## config.mk

```make
export PLATFORM = sky130hd
export DESIGN_NAME = sd_req_arbiter
export DESIGN_NICKNAME = d
export VERILOG_FILES = /design/src/rtl/sd_req_arbiter.sv
export SDC_FILE = /design/constraint.sdc
export NUM_CORES = 1
export LEC_CHECK = 0
export BUFFER_PORTS_ARGS = -buffer_cell sky130_fd_sc_hd__buf_4
export CAP_MARGIN = 10
export CORE_ASPECT_RATIO = 0.8
export CORE_MARGIN = 3
export CORE_UTILIZATION = 35
export DETAILED_ROUTE_END_ITERATION = 6
export PLACE_DENSITY = 0.6
export RECOVER_POWER = 25
export SLEW_MARGIN = 20
export SYNTH_ARGS = -nofsm -noshare
export SYNTH_HDL_FRONTEND = slang
export SYNTH_SLANG_ARGS = --single-unit
export TNS_END_PERCENT = 100
```

## constraint.sdc

```tcl
create_clock -name CLK_VIDEO -period 1.8 [get_ports CLK_VIDEO]
set_input_delay 0 -clock CLK_VIDEO [delete_from_list [all_inputs] [get_ports CLK_VIDEO]]
set_output_delay 0 -clock CLK_VIDEO [all_outputs]
set_load 0.03 [all_outputs]
```

## src/rtl/sd_req_arbiter.sv

```systemverilog
// sd_req_arbiter: shares one SD block channel between the floppy track
// loader (client 0) and the HDD sector handler (client 1). Each granted
// burst is issued one sector at a time and the LBA advances per sector.
// Optional macro SDARB_TIMEOUT_EN adds a watchdog that aborts a burst when
// sd_ack stays quiet for TIMEOUT_CYC cycles and pulses err.
module sd_req_arbiter #(
  parameter int          MAX_SECT    = 16,
  parameter logic [23:0] TIMEOUT_CYC = 24'd2000000
) (
  input  logic        CLK_VIDEO,
  input  logic        reset,
  input  logic        c0_req,
  input  logic        c0_wr,
  input  logic [31:0] c0_lba,
  input  logic [4:0]  c0_cnt,
  output logic        c0_done,
  output logic        c0_busy,
  input  logic        c1_req,
  input  logic        c1_wr,
  input  logic [31:0] c1_lba,
  input  logic [4:0]  c1_cnt,
  output logic        c1_done,
  output logic        c1_busy,
  output logic [31:0] sd_lba,
  output logic        sd_rd,
  output logic        sd_wr,
  input  logic        sd_ack,
  output logic        act_client,
  output logic [3:0]  act_sec,
  output logic        cpu_wait,
  output logic        err
);

  localparam logic [4:0] MAX_N = 5'(MAX_SECT);

  typedef enum logic [1:0] {IDLE, XFER, WAITFALL} state_t;

  state_t      state, state_nx;
  logic        rr, rr_nx;
  logic        old_ack;
  logic [4:0]  n, n_nx;
  logic [31:0] lba_nx;
  logic        rd_nx, wr_nx, client_nx, wait_nx;
  logic        busy0_nx, busy1_nx, done0_nx, done1_nx, err_nx;
  logic [3:0]  sec_nx;

  logic        rise, fall, last;
  logic        v0, v1, gnt_valid, gnt_id, g_wr;
  logic [31:0] g_lba;
  logic [4:0]  g_cnt, g_n;

  assign rise = ~old_ack & sd_ack;
  assign fall = old_ack & ~sd_ack;
  assign last = ({1'b0, act_sec} == (n - 5'd1));

  // A client whose done is showing this cycle is still holding req; mask it
  // so it cannot be re-granted before it has had a chance to drop req.
  assign v0        = c0_req & ~c0_done;
  assign v1        = c1_req & ~c1_done;
  assign gnt_valid = v0 | v1;
  assign gnt_id    = (v0 & v1) ? rr : v1;
  assign g_wr      = gnt_id ? c1_wr  : c0_wr;
  assign g_lba     = gnt_id ? c1_lba : c0_lba;
  assign g_cnt     = gnt_id ? c1_cnt : c0_cnt;
  assign g_n       = (g_cnt > MAX_N) ? MAX_N : g_cnt;

`ifdef SDARB_TIMEOUT_EN
  logic [23:0] tmo_cnt, tmo_nx;
  logic        tmo_hit;

  assign tmo_hit = (state != IDLE) && !rise && !fall &&
                   (tmo_cnt == TIMEOUT_CYC - 24'd1);

  // Watchdog counter: restarts on grant and on any sd_ack edge.
  always_comb begin
    tmo_nx = tmo_cnt;
    if (state == IDLE || rise || fall) tmo_nx = '0;
    else                               tmo_nx = tmo_cnt + 24'd1;
  end

  // Watchdog counter register.
  always_ff @(posedge CLK_VIDEO) begin
    if (reset) tmo_cnt <= '0;
    else       tmo_cnt <= tmo_nx;
  end
`else
  logic unused_tmo;
  assign unused_tmo = ^TIMEOUT_CYC;
`endif

  // Next-state and next-output computation for the burst sequencer.
  always_comb begin
    state_nx  = state;
    rr_nx     = rr;
    n_nx      = n;
    lba_nx    = sd_lba;
    rd_nx     = sd_rd;
    wr_nx     = sd_wr;
    client_nx = act_client;
    sec_nx    = act_sec;
    wait_nx   = cpu_wait;
    busy0_nx  = c0_busy;
    busy1_nx  = c1_busy;
    done0_nx  = 1'b0;
    done1_nx  = 1'b0;
    err_nx    = 1'b0;
    case (state)
      IDLE: begin
        if (gnt_valid) begin
          n_nx = g_n;
          if (g_n == 5'd0) begin
            // Empty burst: acknowledge immediately, leave fairness alone.
            done0_nx = ~gnt_id;
            done1_nx = gnt_id;
          end else begin
            lba_nx    = g_lba;
            rd_nx     = ~g_wr;
            wr_nx     = g_wr;
            wait_nx   = 1'b1;
            busy0_nx  = ~gnt_id;
            busy1_nx  = gnt_id;
            client_nx = gnt_id;
            sec_nx    = '0;
            state_nx  = XFER;
          end
        end
      end
      XFER: begin
        if (rise) begin
          lba_nx = sd_lba + 32'd1;
          if (last) begin
            rd_nx = 1'b0;
            wr_nx = 1'b0;
          end
          state_nx = WAITFALL;
        end
      end
      WAITFALL: begin
        if (fall) begin
          if (!last) begin
            sec_nx   = act_sec + 4'd1;
            state_nx = XFER;
          end else begin
            done0_nx = ~act_client;
            done1_nx = act_client;
            busy0_nx = 1'b0;
            busy1_nx = 1'b0;
            wait_nx  = 1'b0;
            rr_nx    = ~act_client;
            state_nx = IDLE;
          end
        end
      end
      default: state_nx = IDLE;
    endcase
`ifdef SDARB_TIMEOUT_EN
    if (tmo_hit) begin
      rd_nx    = 1'b0;
      wr_nx    = 1'b0;
      err_nx   = 1'b1;
      done0_nx = ~act_client;
      done1_nx = act_client;
      busy0_nx = 1'b0;
      busy1_nx = 1'b0;
      wait_nx  = 1'b0;
      rr_nx    = ~act_client;
      state_nx = IDLE;
    end
`endif
  end

  // State and registered outputs; reset abandons any burst silently.
  always_ff @(posedge CLK_VIDEO) begin
    if (reset) begin
      state      <= IDLE;
      rr         <= 1'b0;
      old_ack    <= 1'b0;
      n          <= '0;
      sd_lba     <= '0;
      sd_rd      <= 1'b0;
      sd_wr      <= 1'b0;
      act_client <= 1'b0;
      act_sec    <= '0;
      cpu_wait   <= 1'b0;
      c0_busy    <= 1'b0;
      c1_busy    <= 1'b0;
      c0_done    <= 1'b0;
      c1_done    <= 1'b0;
      err        <= 1'b0;
    end else begin
      state      <= state_nx;
      rr         <= rr_nx;
      old_ack    <= sd_ack;
      n          <= n_nx;
      sd_lba     <= lba_nx;
      sd_rd      <= rd_nx;
      sd_wr      <= wr_nx;
      act_client <= client_nx;
      act_sec    <= sec_nx;
      cpu_wait   <= wait_nx;
      c0_busy    <= busy0_nx;
      c1_busy    <= busy1_nx;
      c0_done    <= done0_nx;
      c1_done    <= done1_nx;
      err        <= err_nx;
    end
  end

endmodule

```

# Yosys cells after proc, flatten, opt, wreduce, memory -nomap -nowiden
# Cells that the tools add are included.
# totals
regBits	53
in_bits	81
out_inout_bits	45
# classes
add_sub_neg	3
n_lt_le_gt_ge	1
n_eq_ne	10
mux	48
bitwise	14
n_reduce_logical	12
# op_table
op	count
$mux W32	4
$pmux W32 S2	1
$add A32 B1 Y32 const B	1
$mux W1	24
$mux W4	4
$reduce_and A5 Y1	3
$ne A2 B2 Y1 const B	7
$pmux W1 S2	7
$mux W5	2
$mux W2	4
$not A1 Y1	8
$pmux W4 S2	1
$reduce_and A4 Y1	2
$pmux W2 S3	1
$reduce_and A3 Y1	2
$and A1 B1 Y1	5
$eq A4 B5 Y1	1
$gt A5 B5 Y1 const B	1
$logic_not A5 Y1	1
$sub A5 B1 Y5 const B	1
$add A4 B1 Y4 const B	1
$reduce_bool A2 Y1	2
$eq A2 B1 Y1 const B	1
$eq A2 B2 Y1 const B	1
other kinds (3)	3

# Logic depth before layout (Yosys ltp)
# logic_depth
ltp_word	11
depth_mapped	8
mapped_depth_nobuf	7

# Worst setup path after synthesis
# Ideal clock, no wire load.
# synth_path
kind	reg-to-reg
startpoint	register sd_lba[2]
endpoint	register sd_lba[29]
setup_time_ns	0.092
arrival_time_ns	1.940
required_ns	1.708
setup_slack_ns	-0.232
stages_incl_launch_ff	7
n_path_buf	1
path_cell_list	dfxtp_1 and3_1 buf_2 nand4_2 or4_1 o22a_1 o32ai_1
# synth_between
elab_chain_len	3
# synth_rtl
element	line	rtl
start, declared	24	output logic [31:0] sd_lba,
start signal, assigned	195	sd_lba <= lba_nx;
$add A32 B1 Y32	130	lba_nx = sd_lba + 32'd1;
$mux W32	129	if (rise) begin
$pmux W32 S2	107	case (state)
# No other way between the ends. The select of a mux whose other input is x is not followed.
# A chain may end at the register's enable or synchronous reset.

# Worst setup path after layout
# layout_path
startpoint	register state[1]
endpoint	register act_sec[1]
# layout_between
elab_chain_len	3
# layout_rtl
element	line	rtl
start, declared	38	state_t state, state_nx;
start signal, assigned	191	state <= state_nx;
$eq A2 B2 Y1 / $logic_not A2 Y1 (equally long branches)	107	
$ne A2 B2 Y1 (no line) / $reduce_bool A2 Y1 (equally long branches)	-	
$reduce_and A5 Y1 (no line)	-	
end signal, assigned	199	act_sec <= sec_nx;
end, declared	29	output logic [3:0] act_sec,
# Several ways; a longest one is shown, not always the timed one.

==> metrics <==
Hold Violations, Final 0; Post-synth EDFFs 0; Total GRT Usage 23.6%; layout cell share with drive strength beyond 1 around half; Area contributors post-synth dfxtp_1 (28%), a21oi_1 (6.8%), nand3_1 (5.5%), nand2_1 (4.5%), o21ai_0 (3.6%); row cnt 33; reg2reg path depth 6; cell taking the most area after synthesis dfxtp_1; hpwl dp 10,500 µm; Leak ~0.0025 µW; final cycle utilization of the critical path 102%; Diodes inserted 0; worst r2r dst act_sec[1]; Clk pwr share 23.5%; Layout Cells excl Fill about 830; crit end category flop; # IOs 126; Setup WS post-layout -0.0294 ns; Net Sw Power 1650 µW; R2R Setup Slk -0.03 ns; fin nets 772; Hold Crit Endpoint n[3]; sw frac ~37%; port bufs 124; syn_nets 584; WHS Path Cells 3; root buf cell clkbuf_16; fin area 6100 µm²; DR vias/cell ~5.7; achievable frequency 0.547 GHz; Final Total Pwr 4480 µW; dpl cells 795; Pre-Repair DR Iteration Count 6; vias in the first global route 4,599; number of H-tree levels 2; post-synthesis sequential area ratio roughly 28%; global route overflow 0; WP data required 2.03 ns; crit path launch type flop; Worst Skew about 0.0052 ns; status finished, violations left; Post-synth ARST share 0%; Distinct cells, synth 68; Die X 122 µm; DRT Wirelength approximately 15,000 µm; Max Cap Viol 0; Skew-Pair Late Insertion Delay about 0.30 ns; RSZ-0062 raised after global routing true; Post-DP Area 5370 µm²; clk sink count 53; #FFs+latches synth 53; critical path class reg2reg; post-route minimum period 1.83 ns; die height 98.6 µm; Final setup viols 8; vias 4,742; initial antenna violation count 0; first-pass GRT wire length 23,100 µm; Area Overhead vs Synth 62.7%; combinational power share 44.5%; Iter 0 DRT Violations 418; Gate Count Post-Synth 500; Clk pin slew, worst setup/hold paths 0.07 ns; core area between 10,000 and 15,000 µm²; GPL Wtd Cong 0.883; synth warn 0; synthesized area 3750 µm²; worst r2r src state[1]; Detail Route Antenna Nets 0; CTS tree built; Peak VDD IR 414 µV; CTS Buf Count 5; PwrDens 735 nW/µm²; DIE AREA 12,000 µm²; crit-path max FO 6; Avg WL per Cell 18.0 µm; HP Start c1_cnt[3]; failing checks negative setup slack; Flop pwr share 32.0%; maximum clock path buffer count 2; largest net degree at the start of global routing 30; fin util 58.9%; HP Class in2reg; fin. max-slew vios 0; Top FF cell, synth dfxtp_1; Worst Path Arrival a little over 2 ns; Starting Density a little over a third; Mean Syn Cell Area 7.50 µm²; Yosys top cell area share 28.3%; cell internal pwr between 2000 and 3000 µW; DRC 0
==> flip-flops by register name, indices dropped and copies added, names as in the netlist <==
register    count
act_client      1
act_sec         4
c0_busy         1
c0_done         1
c1_busy         1
c1_done         1
cpu_wait        1
n               5
old_ack         1
rr              1
sd_lba         32
sd_rd           1
sd_wr           1
state           2
==> synth_stat cells (all sizes together), types with 10 or more instances <==
cell and n:
nand3 41, a21oi 52, nor2 25, clkbuf 28
nor3 15, inv 10, nand2 46, o21ai 43
buf 16, mux2 11, nand4 15, nor4 13
dfxtp 53
==> worst max-delay path: stages (launching register included) <==
cell and delay, ns:
dfxtp_1 0.40, buf_4 0.21, inv_1 0.15, nor2_1 0.24, nand2_1 0.09, or4_1 0.53, a21oi_1 0.14
==> worst max-delay path by stage <==
stage	from	to	slack [ns]
2_1_floorplan	sd_lba[23]	sd_lba[29]	-0.07
3_3_place_gp	c1_cnt[0]	c1_done	-0.10
3_5_place_dp	rr	sd_lba[10]	-0.14
4_1_cts	c0_done	sd_lba[0]	-0.08
5_1_grt	state[1]	act_sec[1]	-0.13
6_report	state[1]	act_sec[1]	-0.03
==> power groups by stage <==
stage | Combinational, µW | Clock (µW) | Sequential, µW
after floorplan | 695 | 0 | 1690
after global placement | 1650 | 0 | 1440
after detailed placement | 1670 | 0 | 1450
after CTS | 1790 | 1060 | 1430
after global routing | 2120 | 1120 | 1450
final | 1990 | 1060 | 1430
==> timing repair <==
action	CTS	global route
endpoints found under the setup margin	35	48
pin swaps	20	29
buffers inserted	14	8
hold buffers	2	0
cloned	1	1
endpoints found under the hold margin	2	0
gates resized for setup	27	61
==> area by class of cell <==
| class | count | area, µm² |
|---|---|---|
| Sequential cell | 53 | 1110 |
| Timing Repair Buffer | 225 | 1800 |
| Fill cell | 954 | 4260 |
| Multi-Input combinational cell | 393 | 2820 |
| Tap cell | 140 | 175 |
| Inverter | 10 | 37.5 |
| Clock buffer | 7 | 153 |
| Clock inverter | 1 | 5.00 |
==> metal layers <==
| layer | GRT usage [%] | part of all wire (%) | up-vias | routed length, µm |
|---|---|---|---|---|
| met5 | 0 | 0 | - | 0 |
| met3 | 3.84 | 7.2 | 25 | 1080 |
| met1 | 33.6 | 46 | 2246 | 6810 |
| met4 | 5.77 | 1.7 | 0 | 248 |
| met2 | 37.3 | 45 | 193 | 6800 |
| li1 | - | - | 2278 | - |
==> cell usage in the layout, fill, tap and decap left out, drive strengths merged, types with 4 or more instances in the layout <==
cell	netlist	final
buf	16	222
dfxtp	53	53
a21oi	52	52
nand2	46	46
o21ai	43	43
nand3	41	41
nor2	25	25
nand4	15	15
nor3	15	15
nor4	13	13
mux2	11	11
inv	10	10
a31oi	9	9
a211oi	9	9
o32ai	8	8
clkbuf	28	8
mux2i	7	7
o31ai	7	7
nand2b	7	7
and4	7	7
and3	6	6
nor2b	5	5
o21a	4	4
a311oi	4	4
or4	4	4
o41ai	4	4
xnor2	4	4
==> cell families (layout without fill, tap and decap cells) <==
family	Yosys count	in the layout	share of synthesized area, %
AOI/OAI and AO/OA	170	170	30.1
DFF	53	53	28.3
xor gates and xnor gates	6	6	1.80
and+or+nand+nor	195	195	27.5
adders and majority gates	3	3	1.00
buffers and inverters	54	243	6.07
muxes	18	18	5.17
other	1	1	0.100
==> per-stage QoR <==
stage	hold WS, ns	setup TNS (ns)	setup WS, ns
floorplan	0.128	-0.0770	-0.0735
global placement	0.242	-0.575	-0.104
detailed placement	0.252	-2.18	-0.136
CTS	0.00775	-0.977	-0.0797
global route	0.0249	-2.80	-0.127
finish	0.0103	-0.124	-0.0294
(Power assumes the default switching activity.)
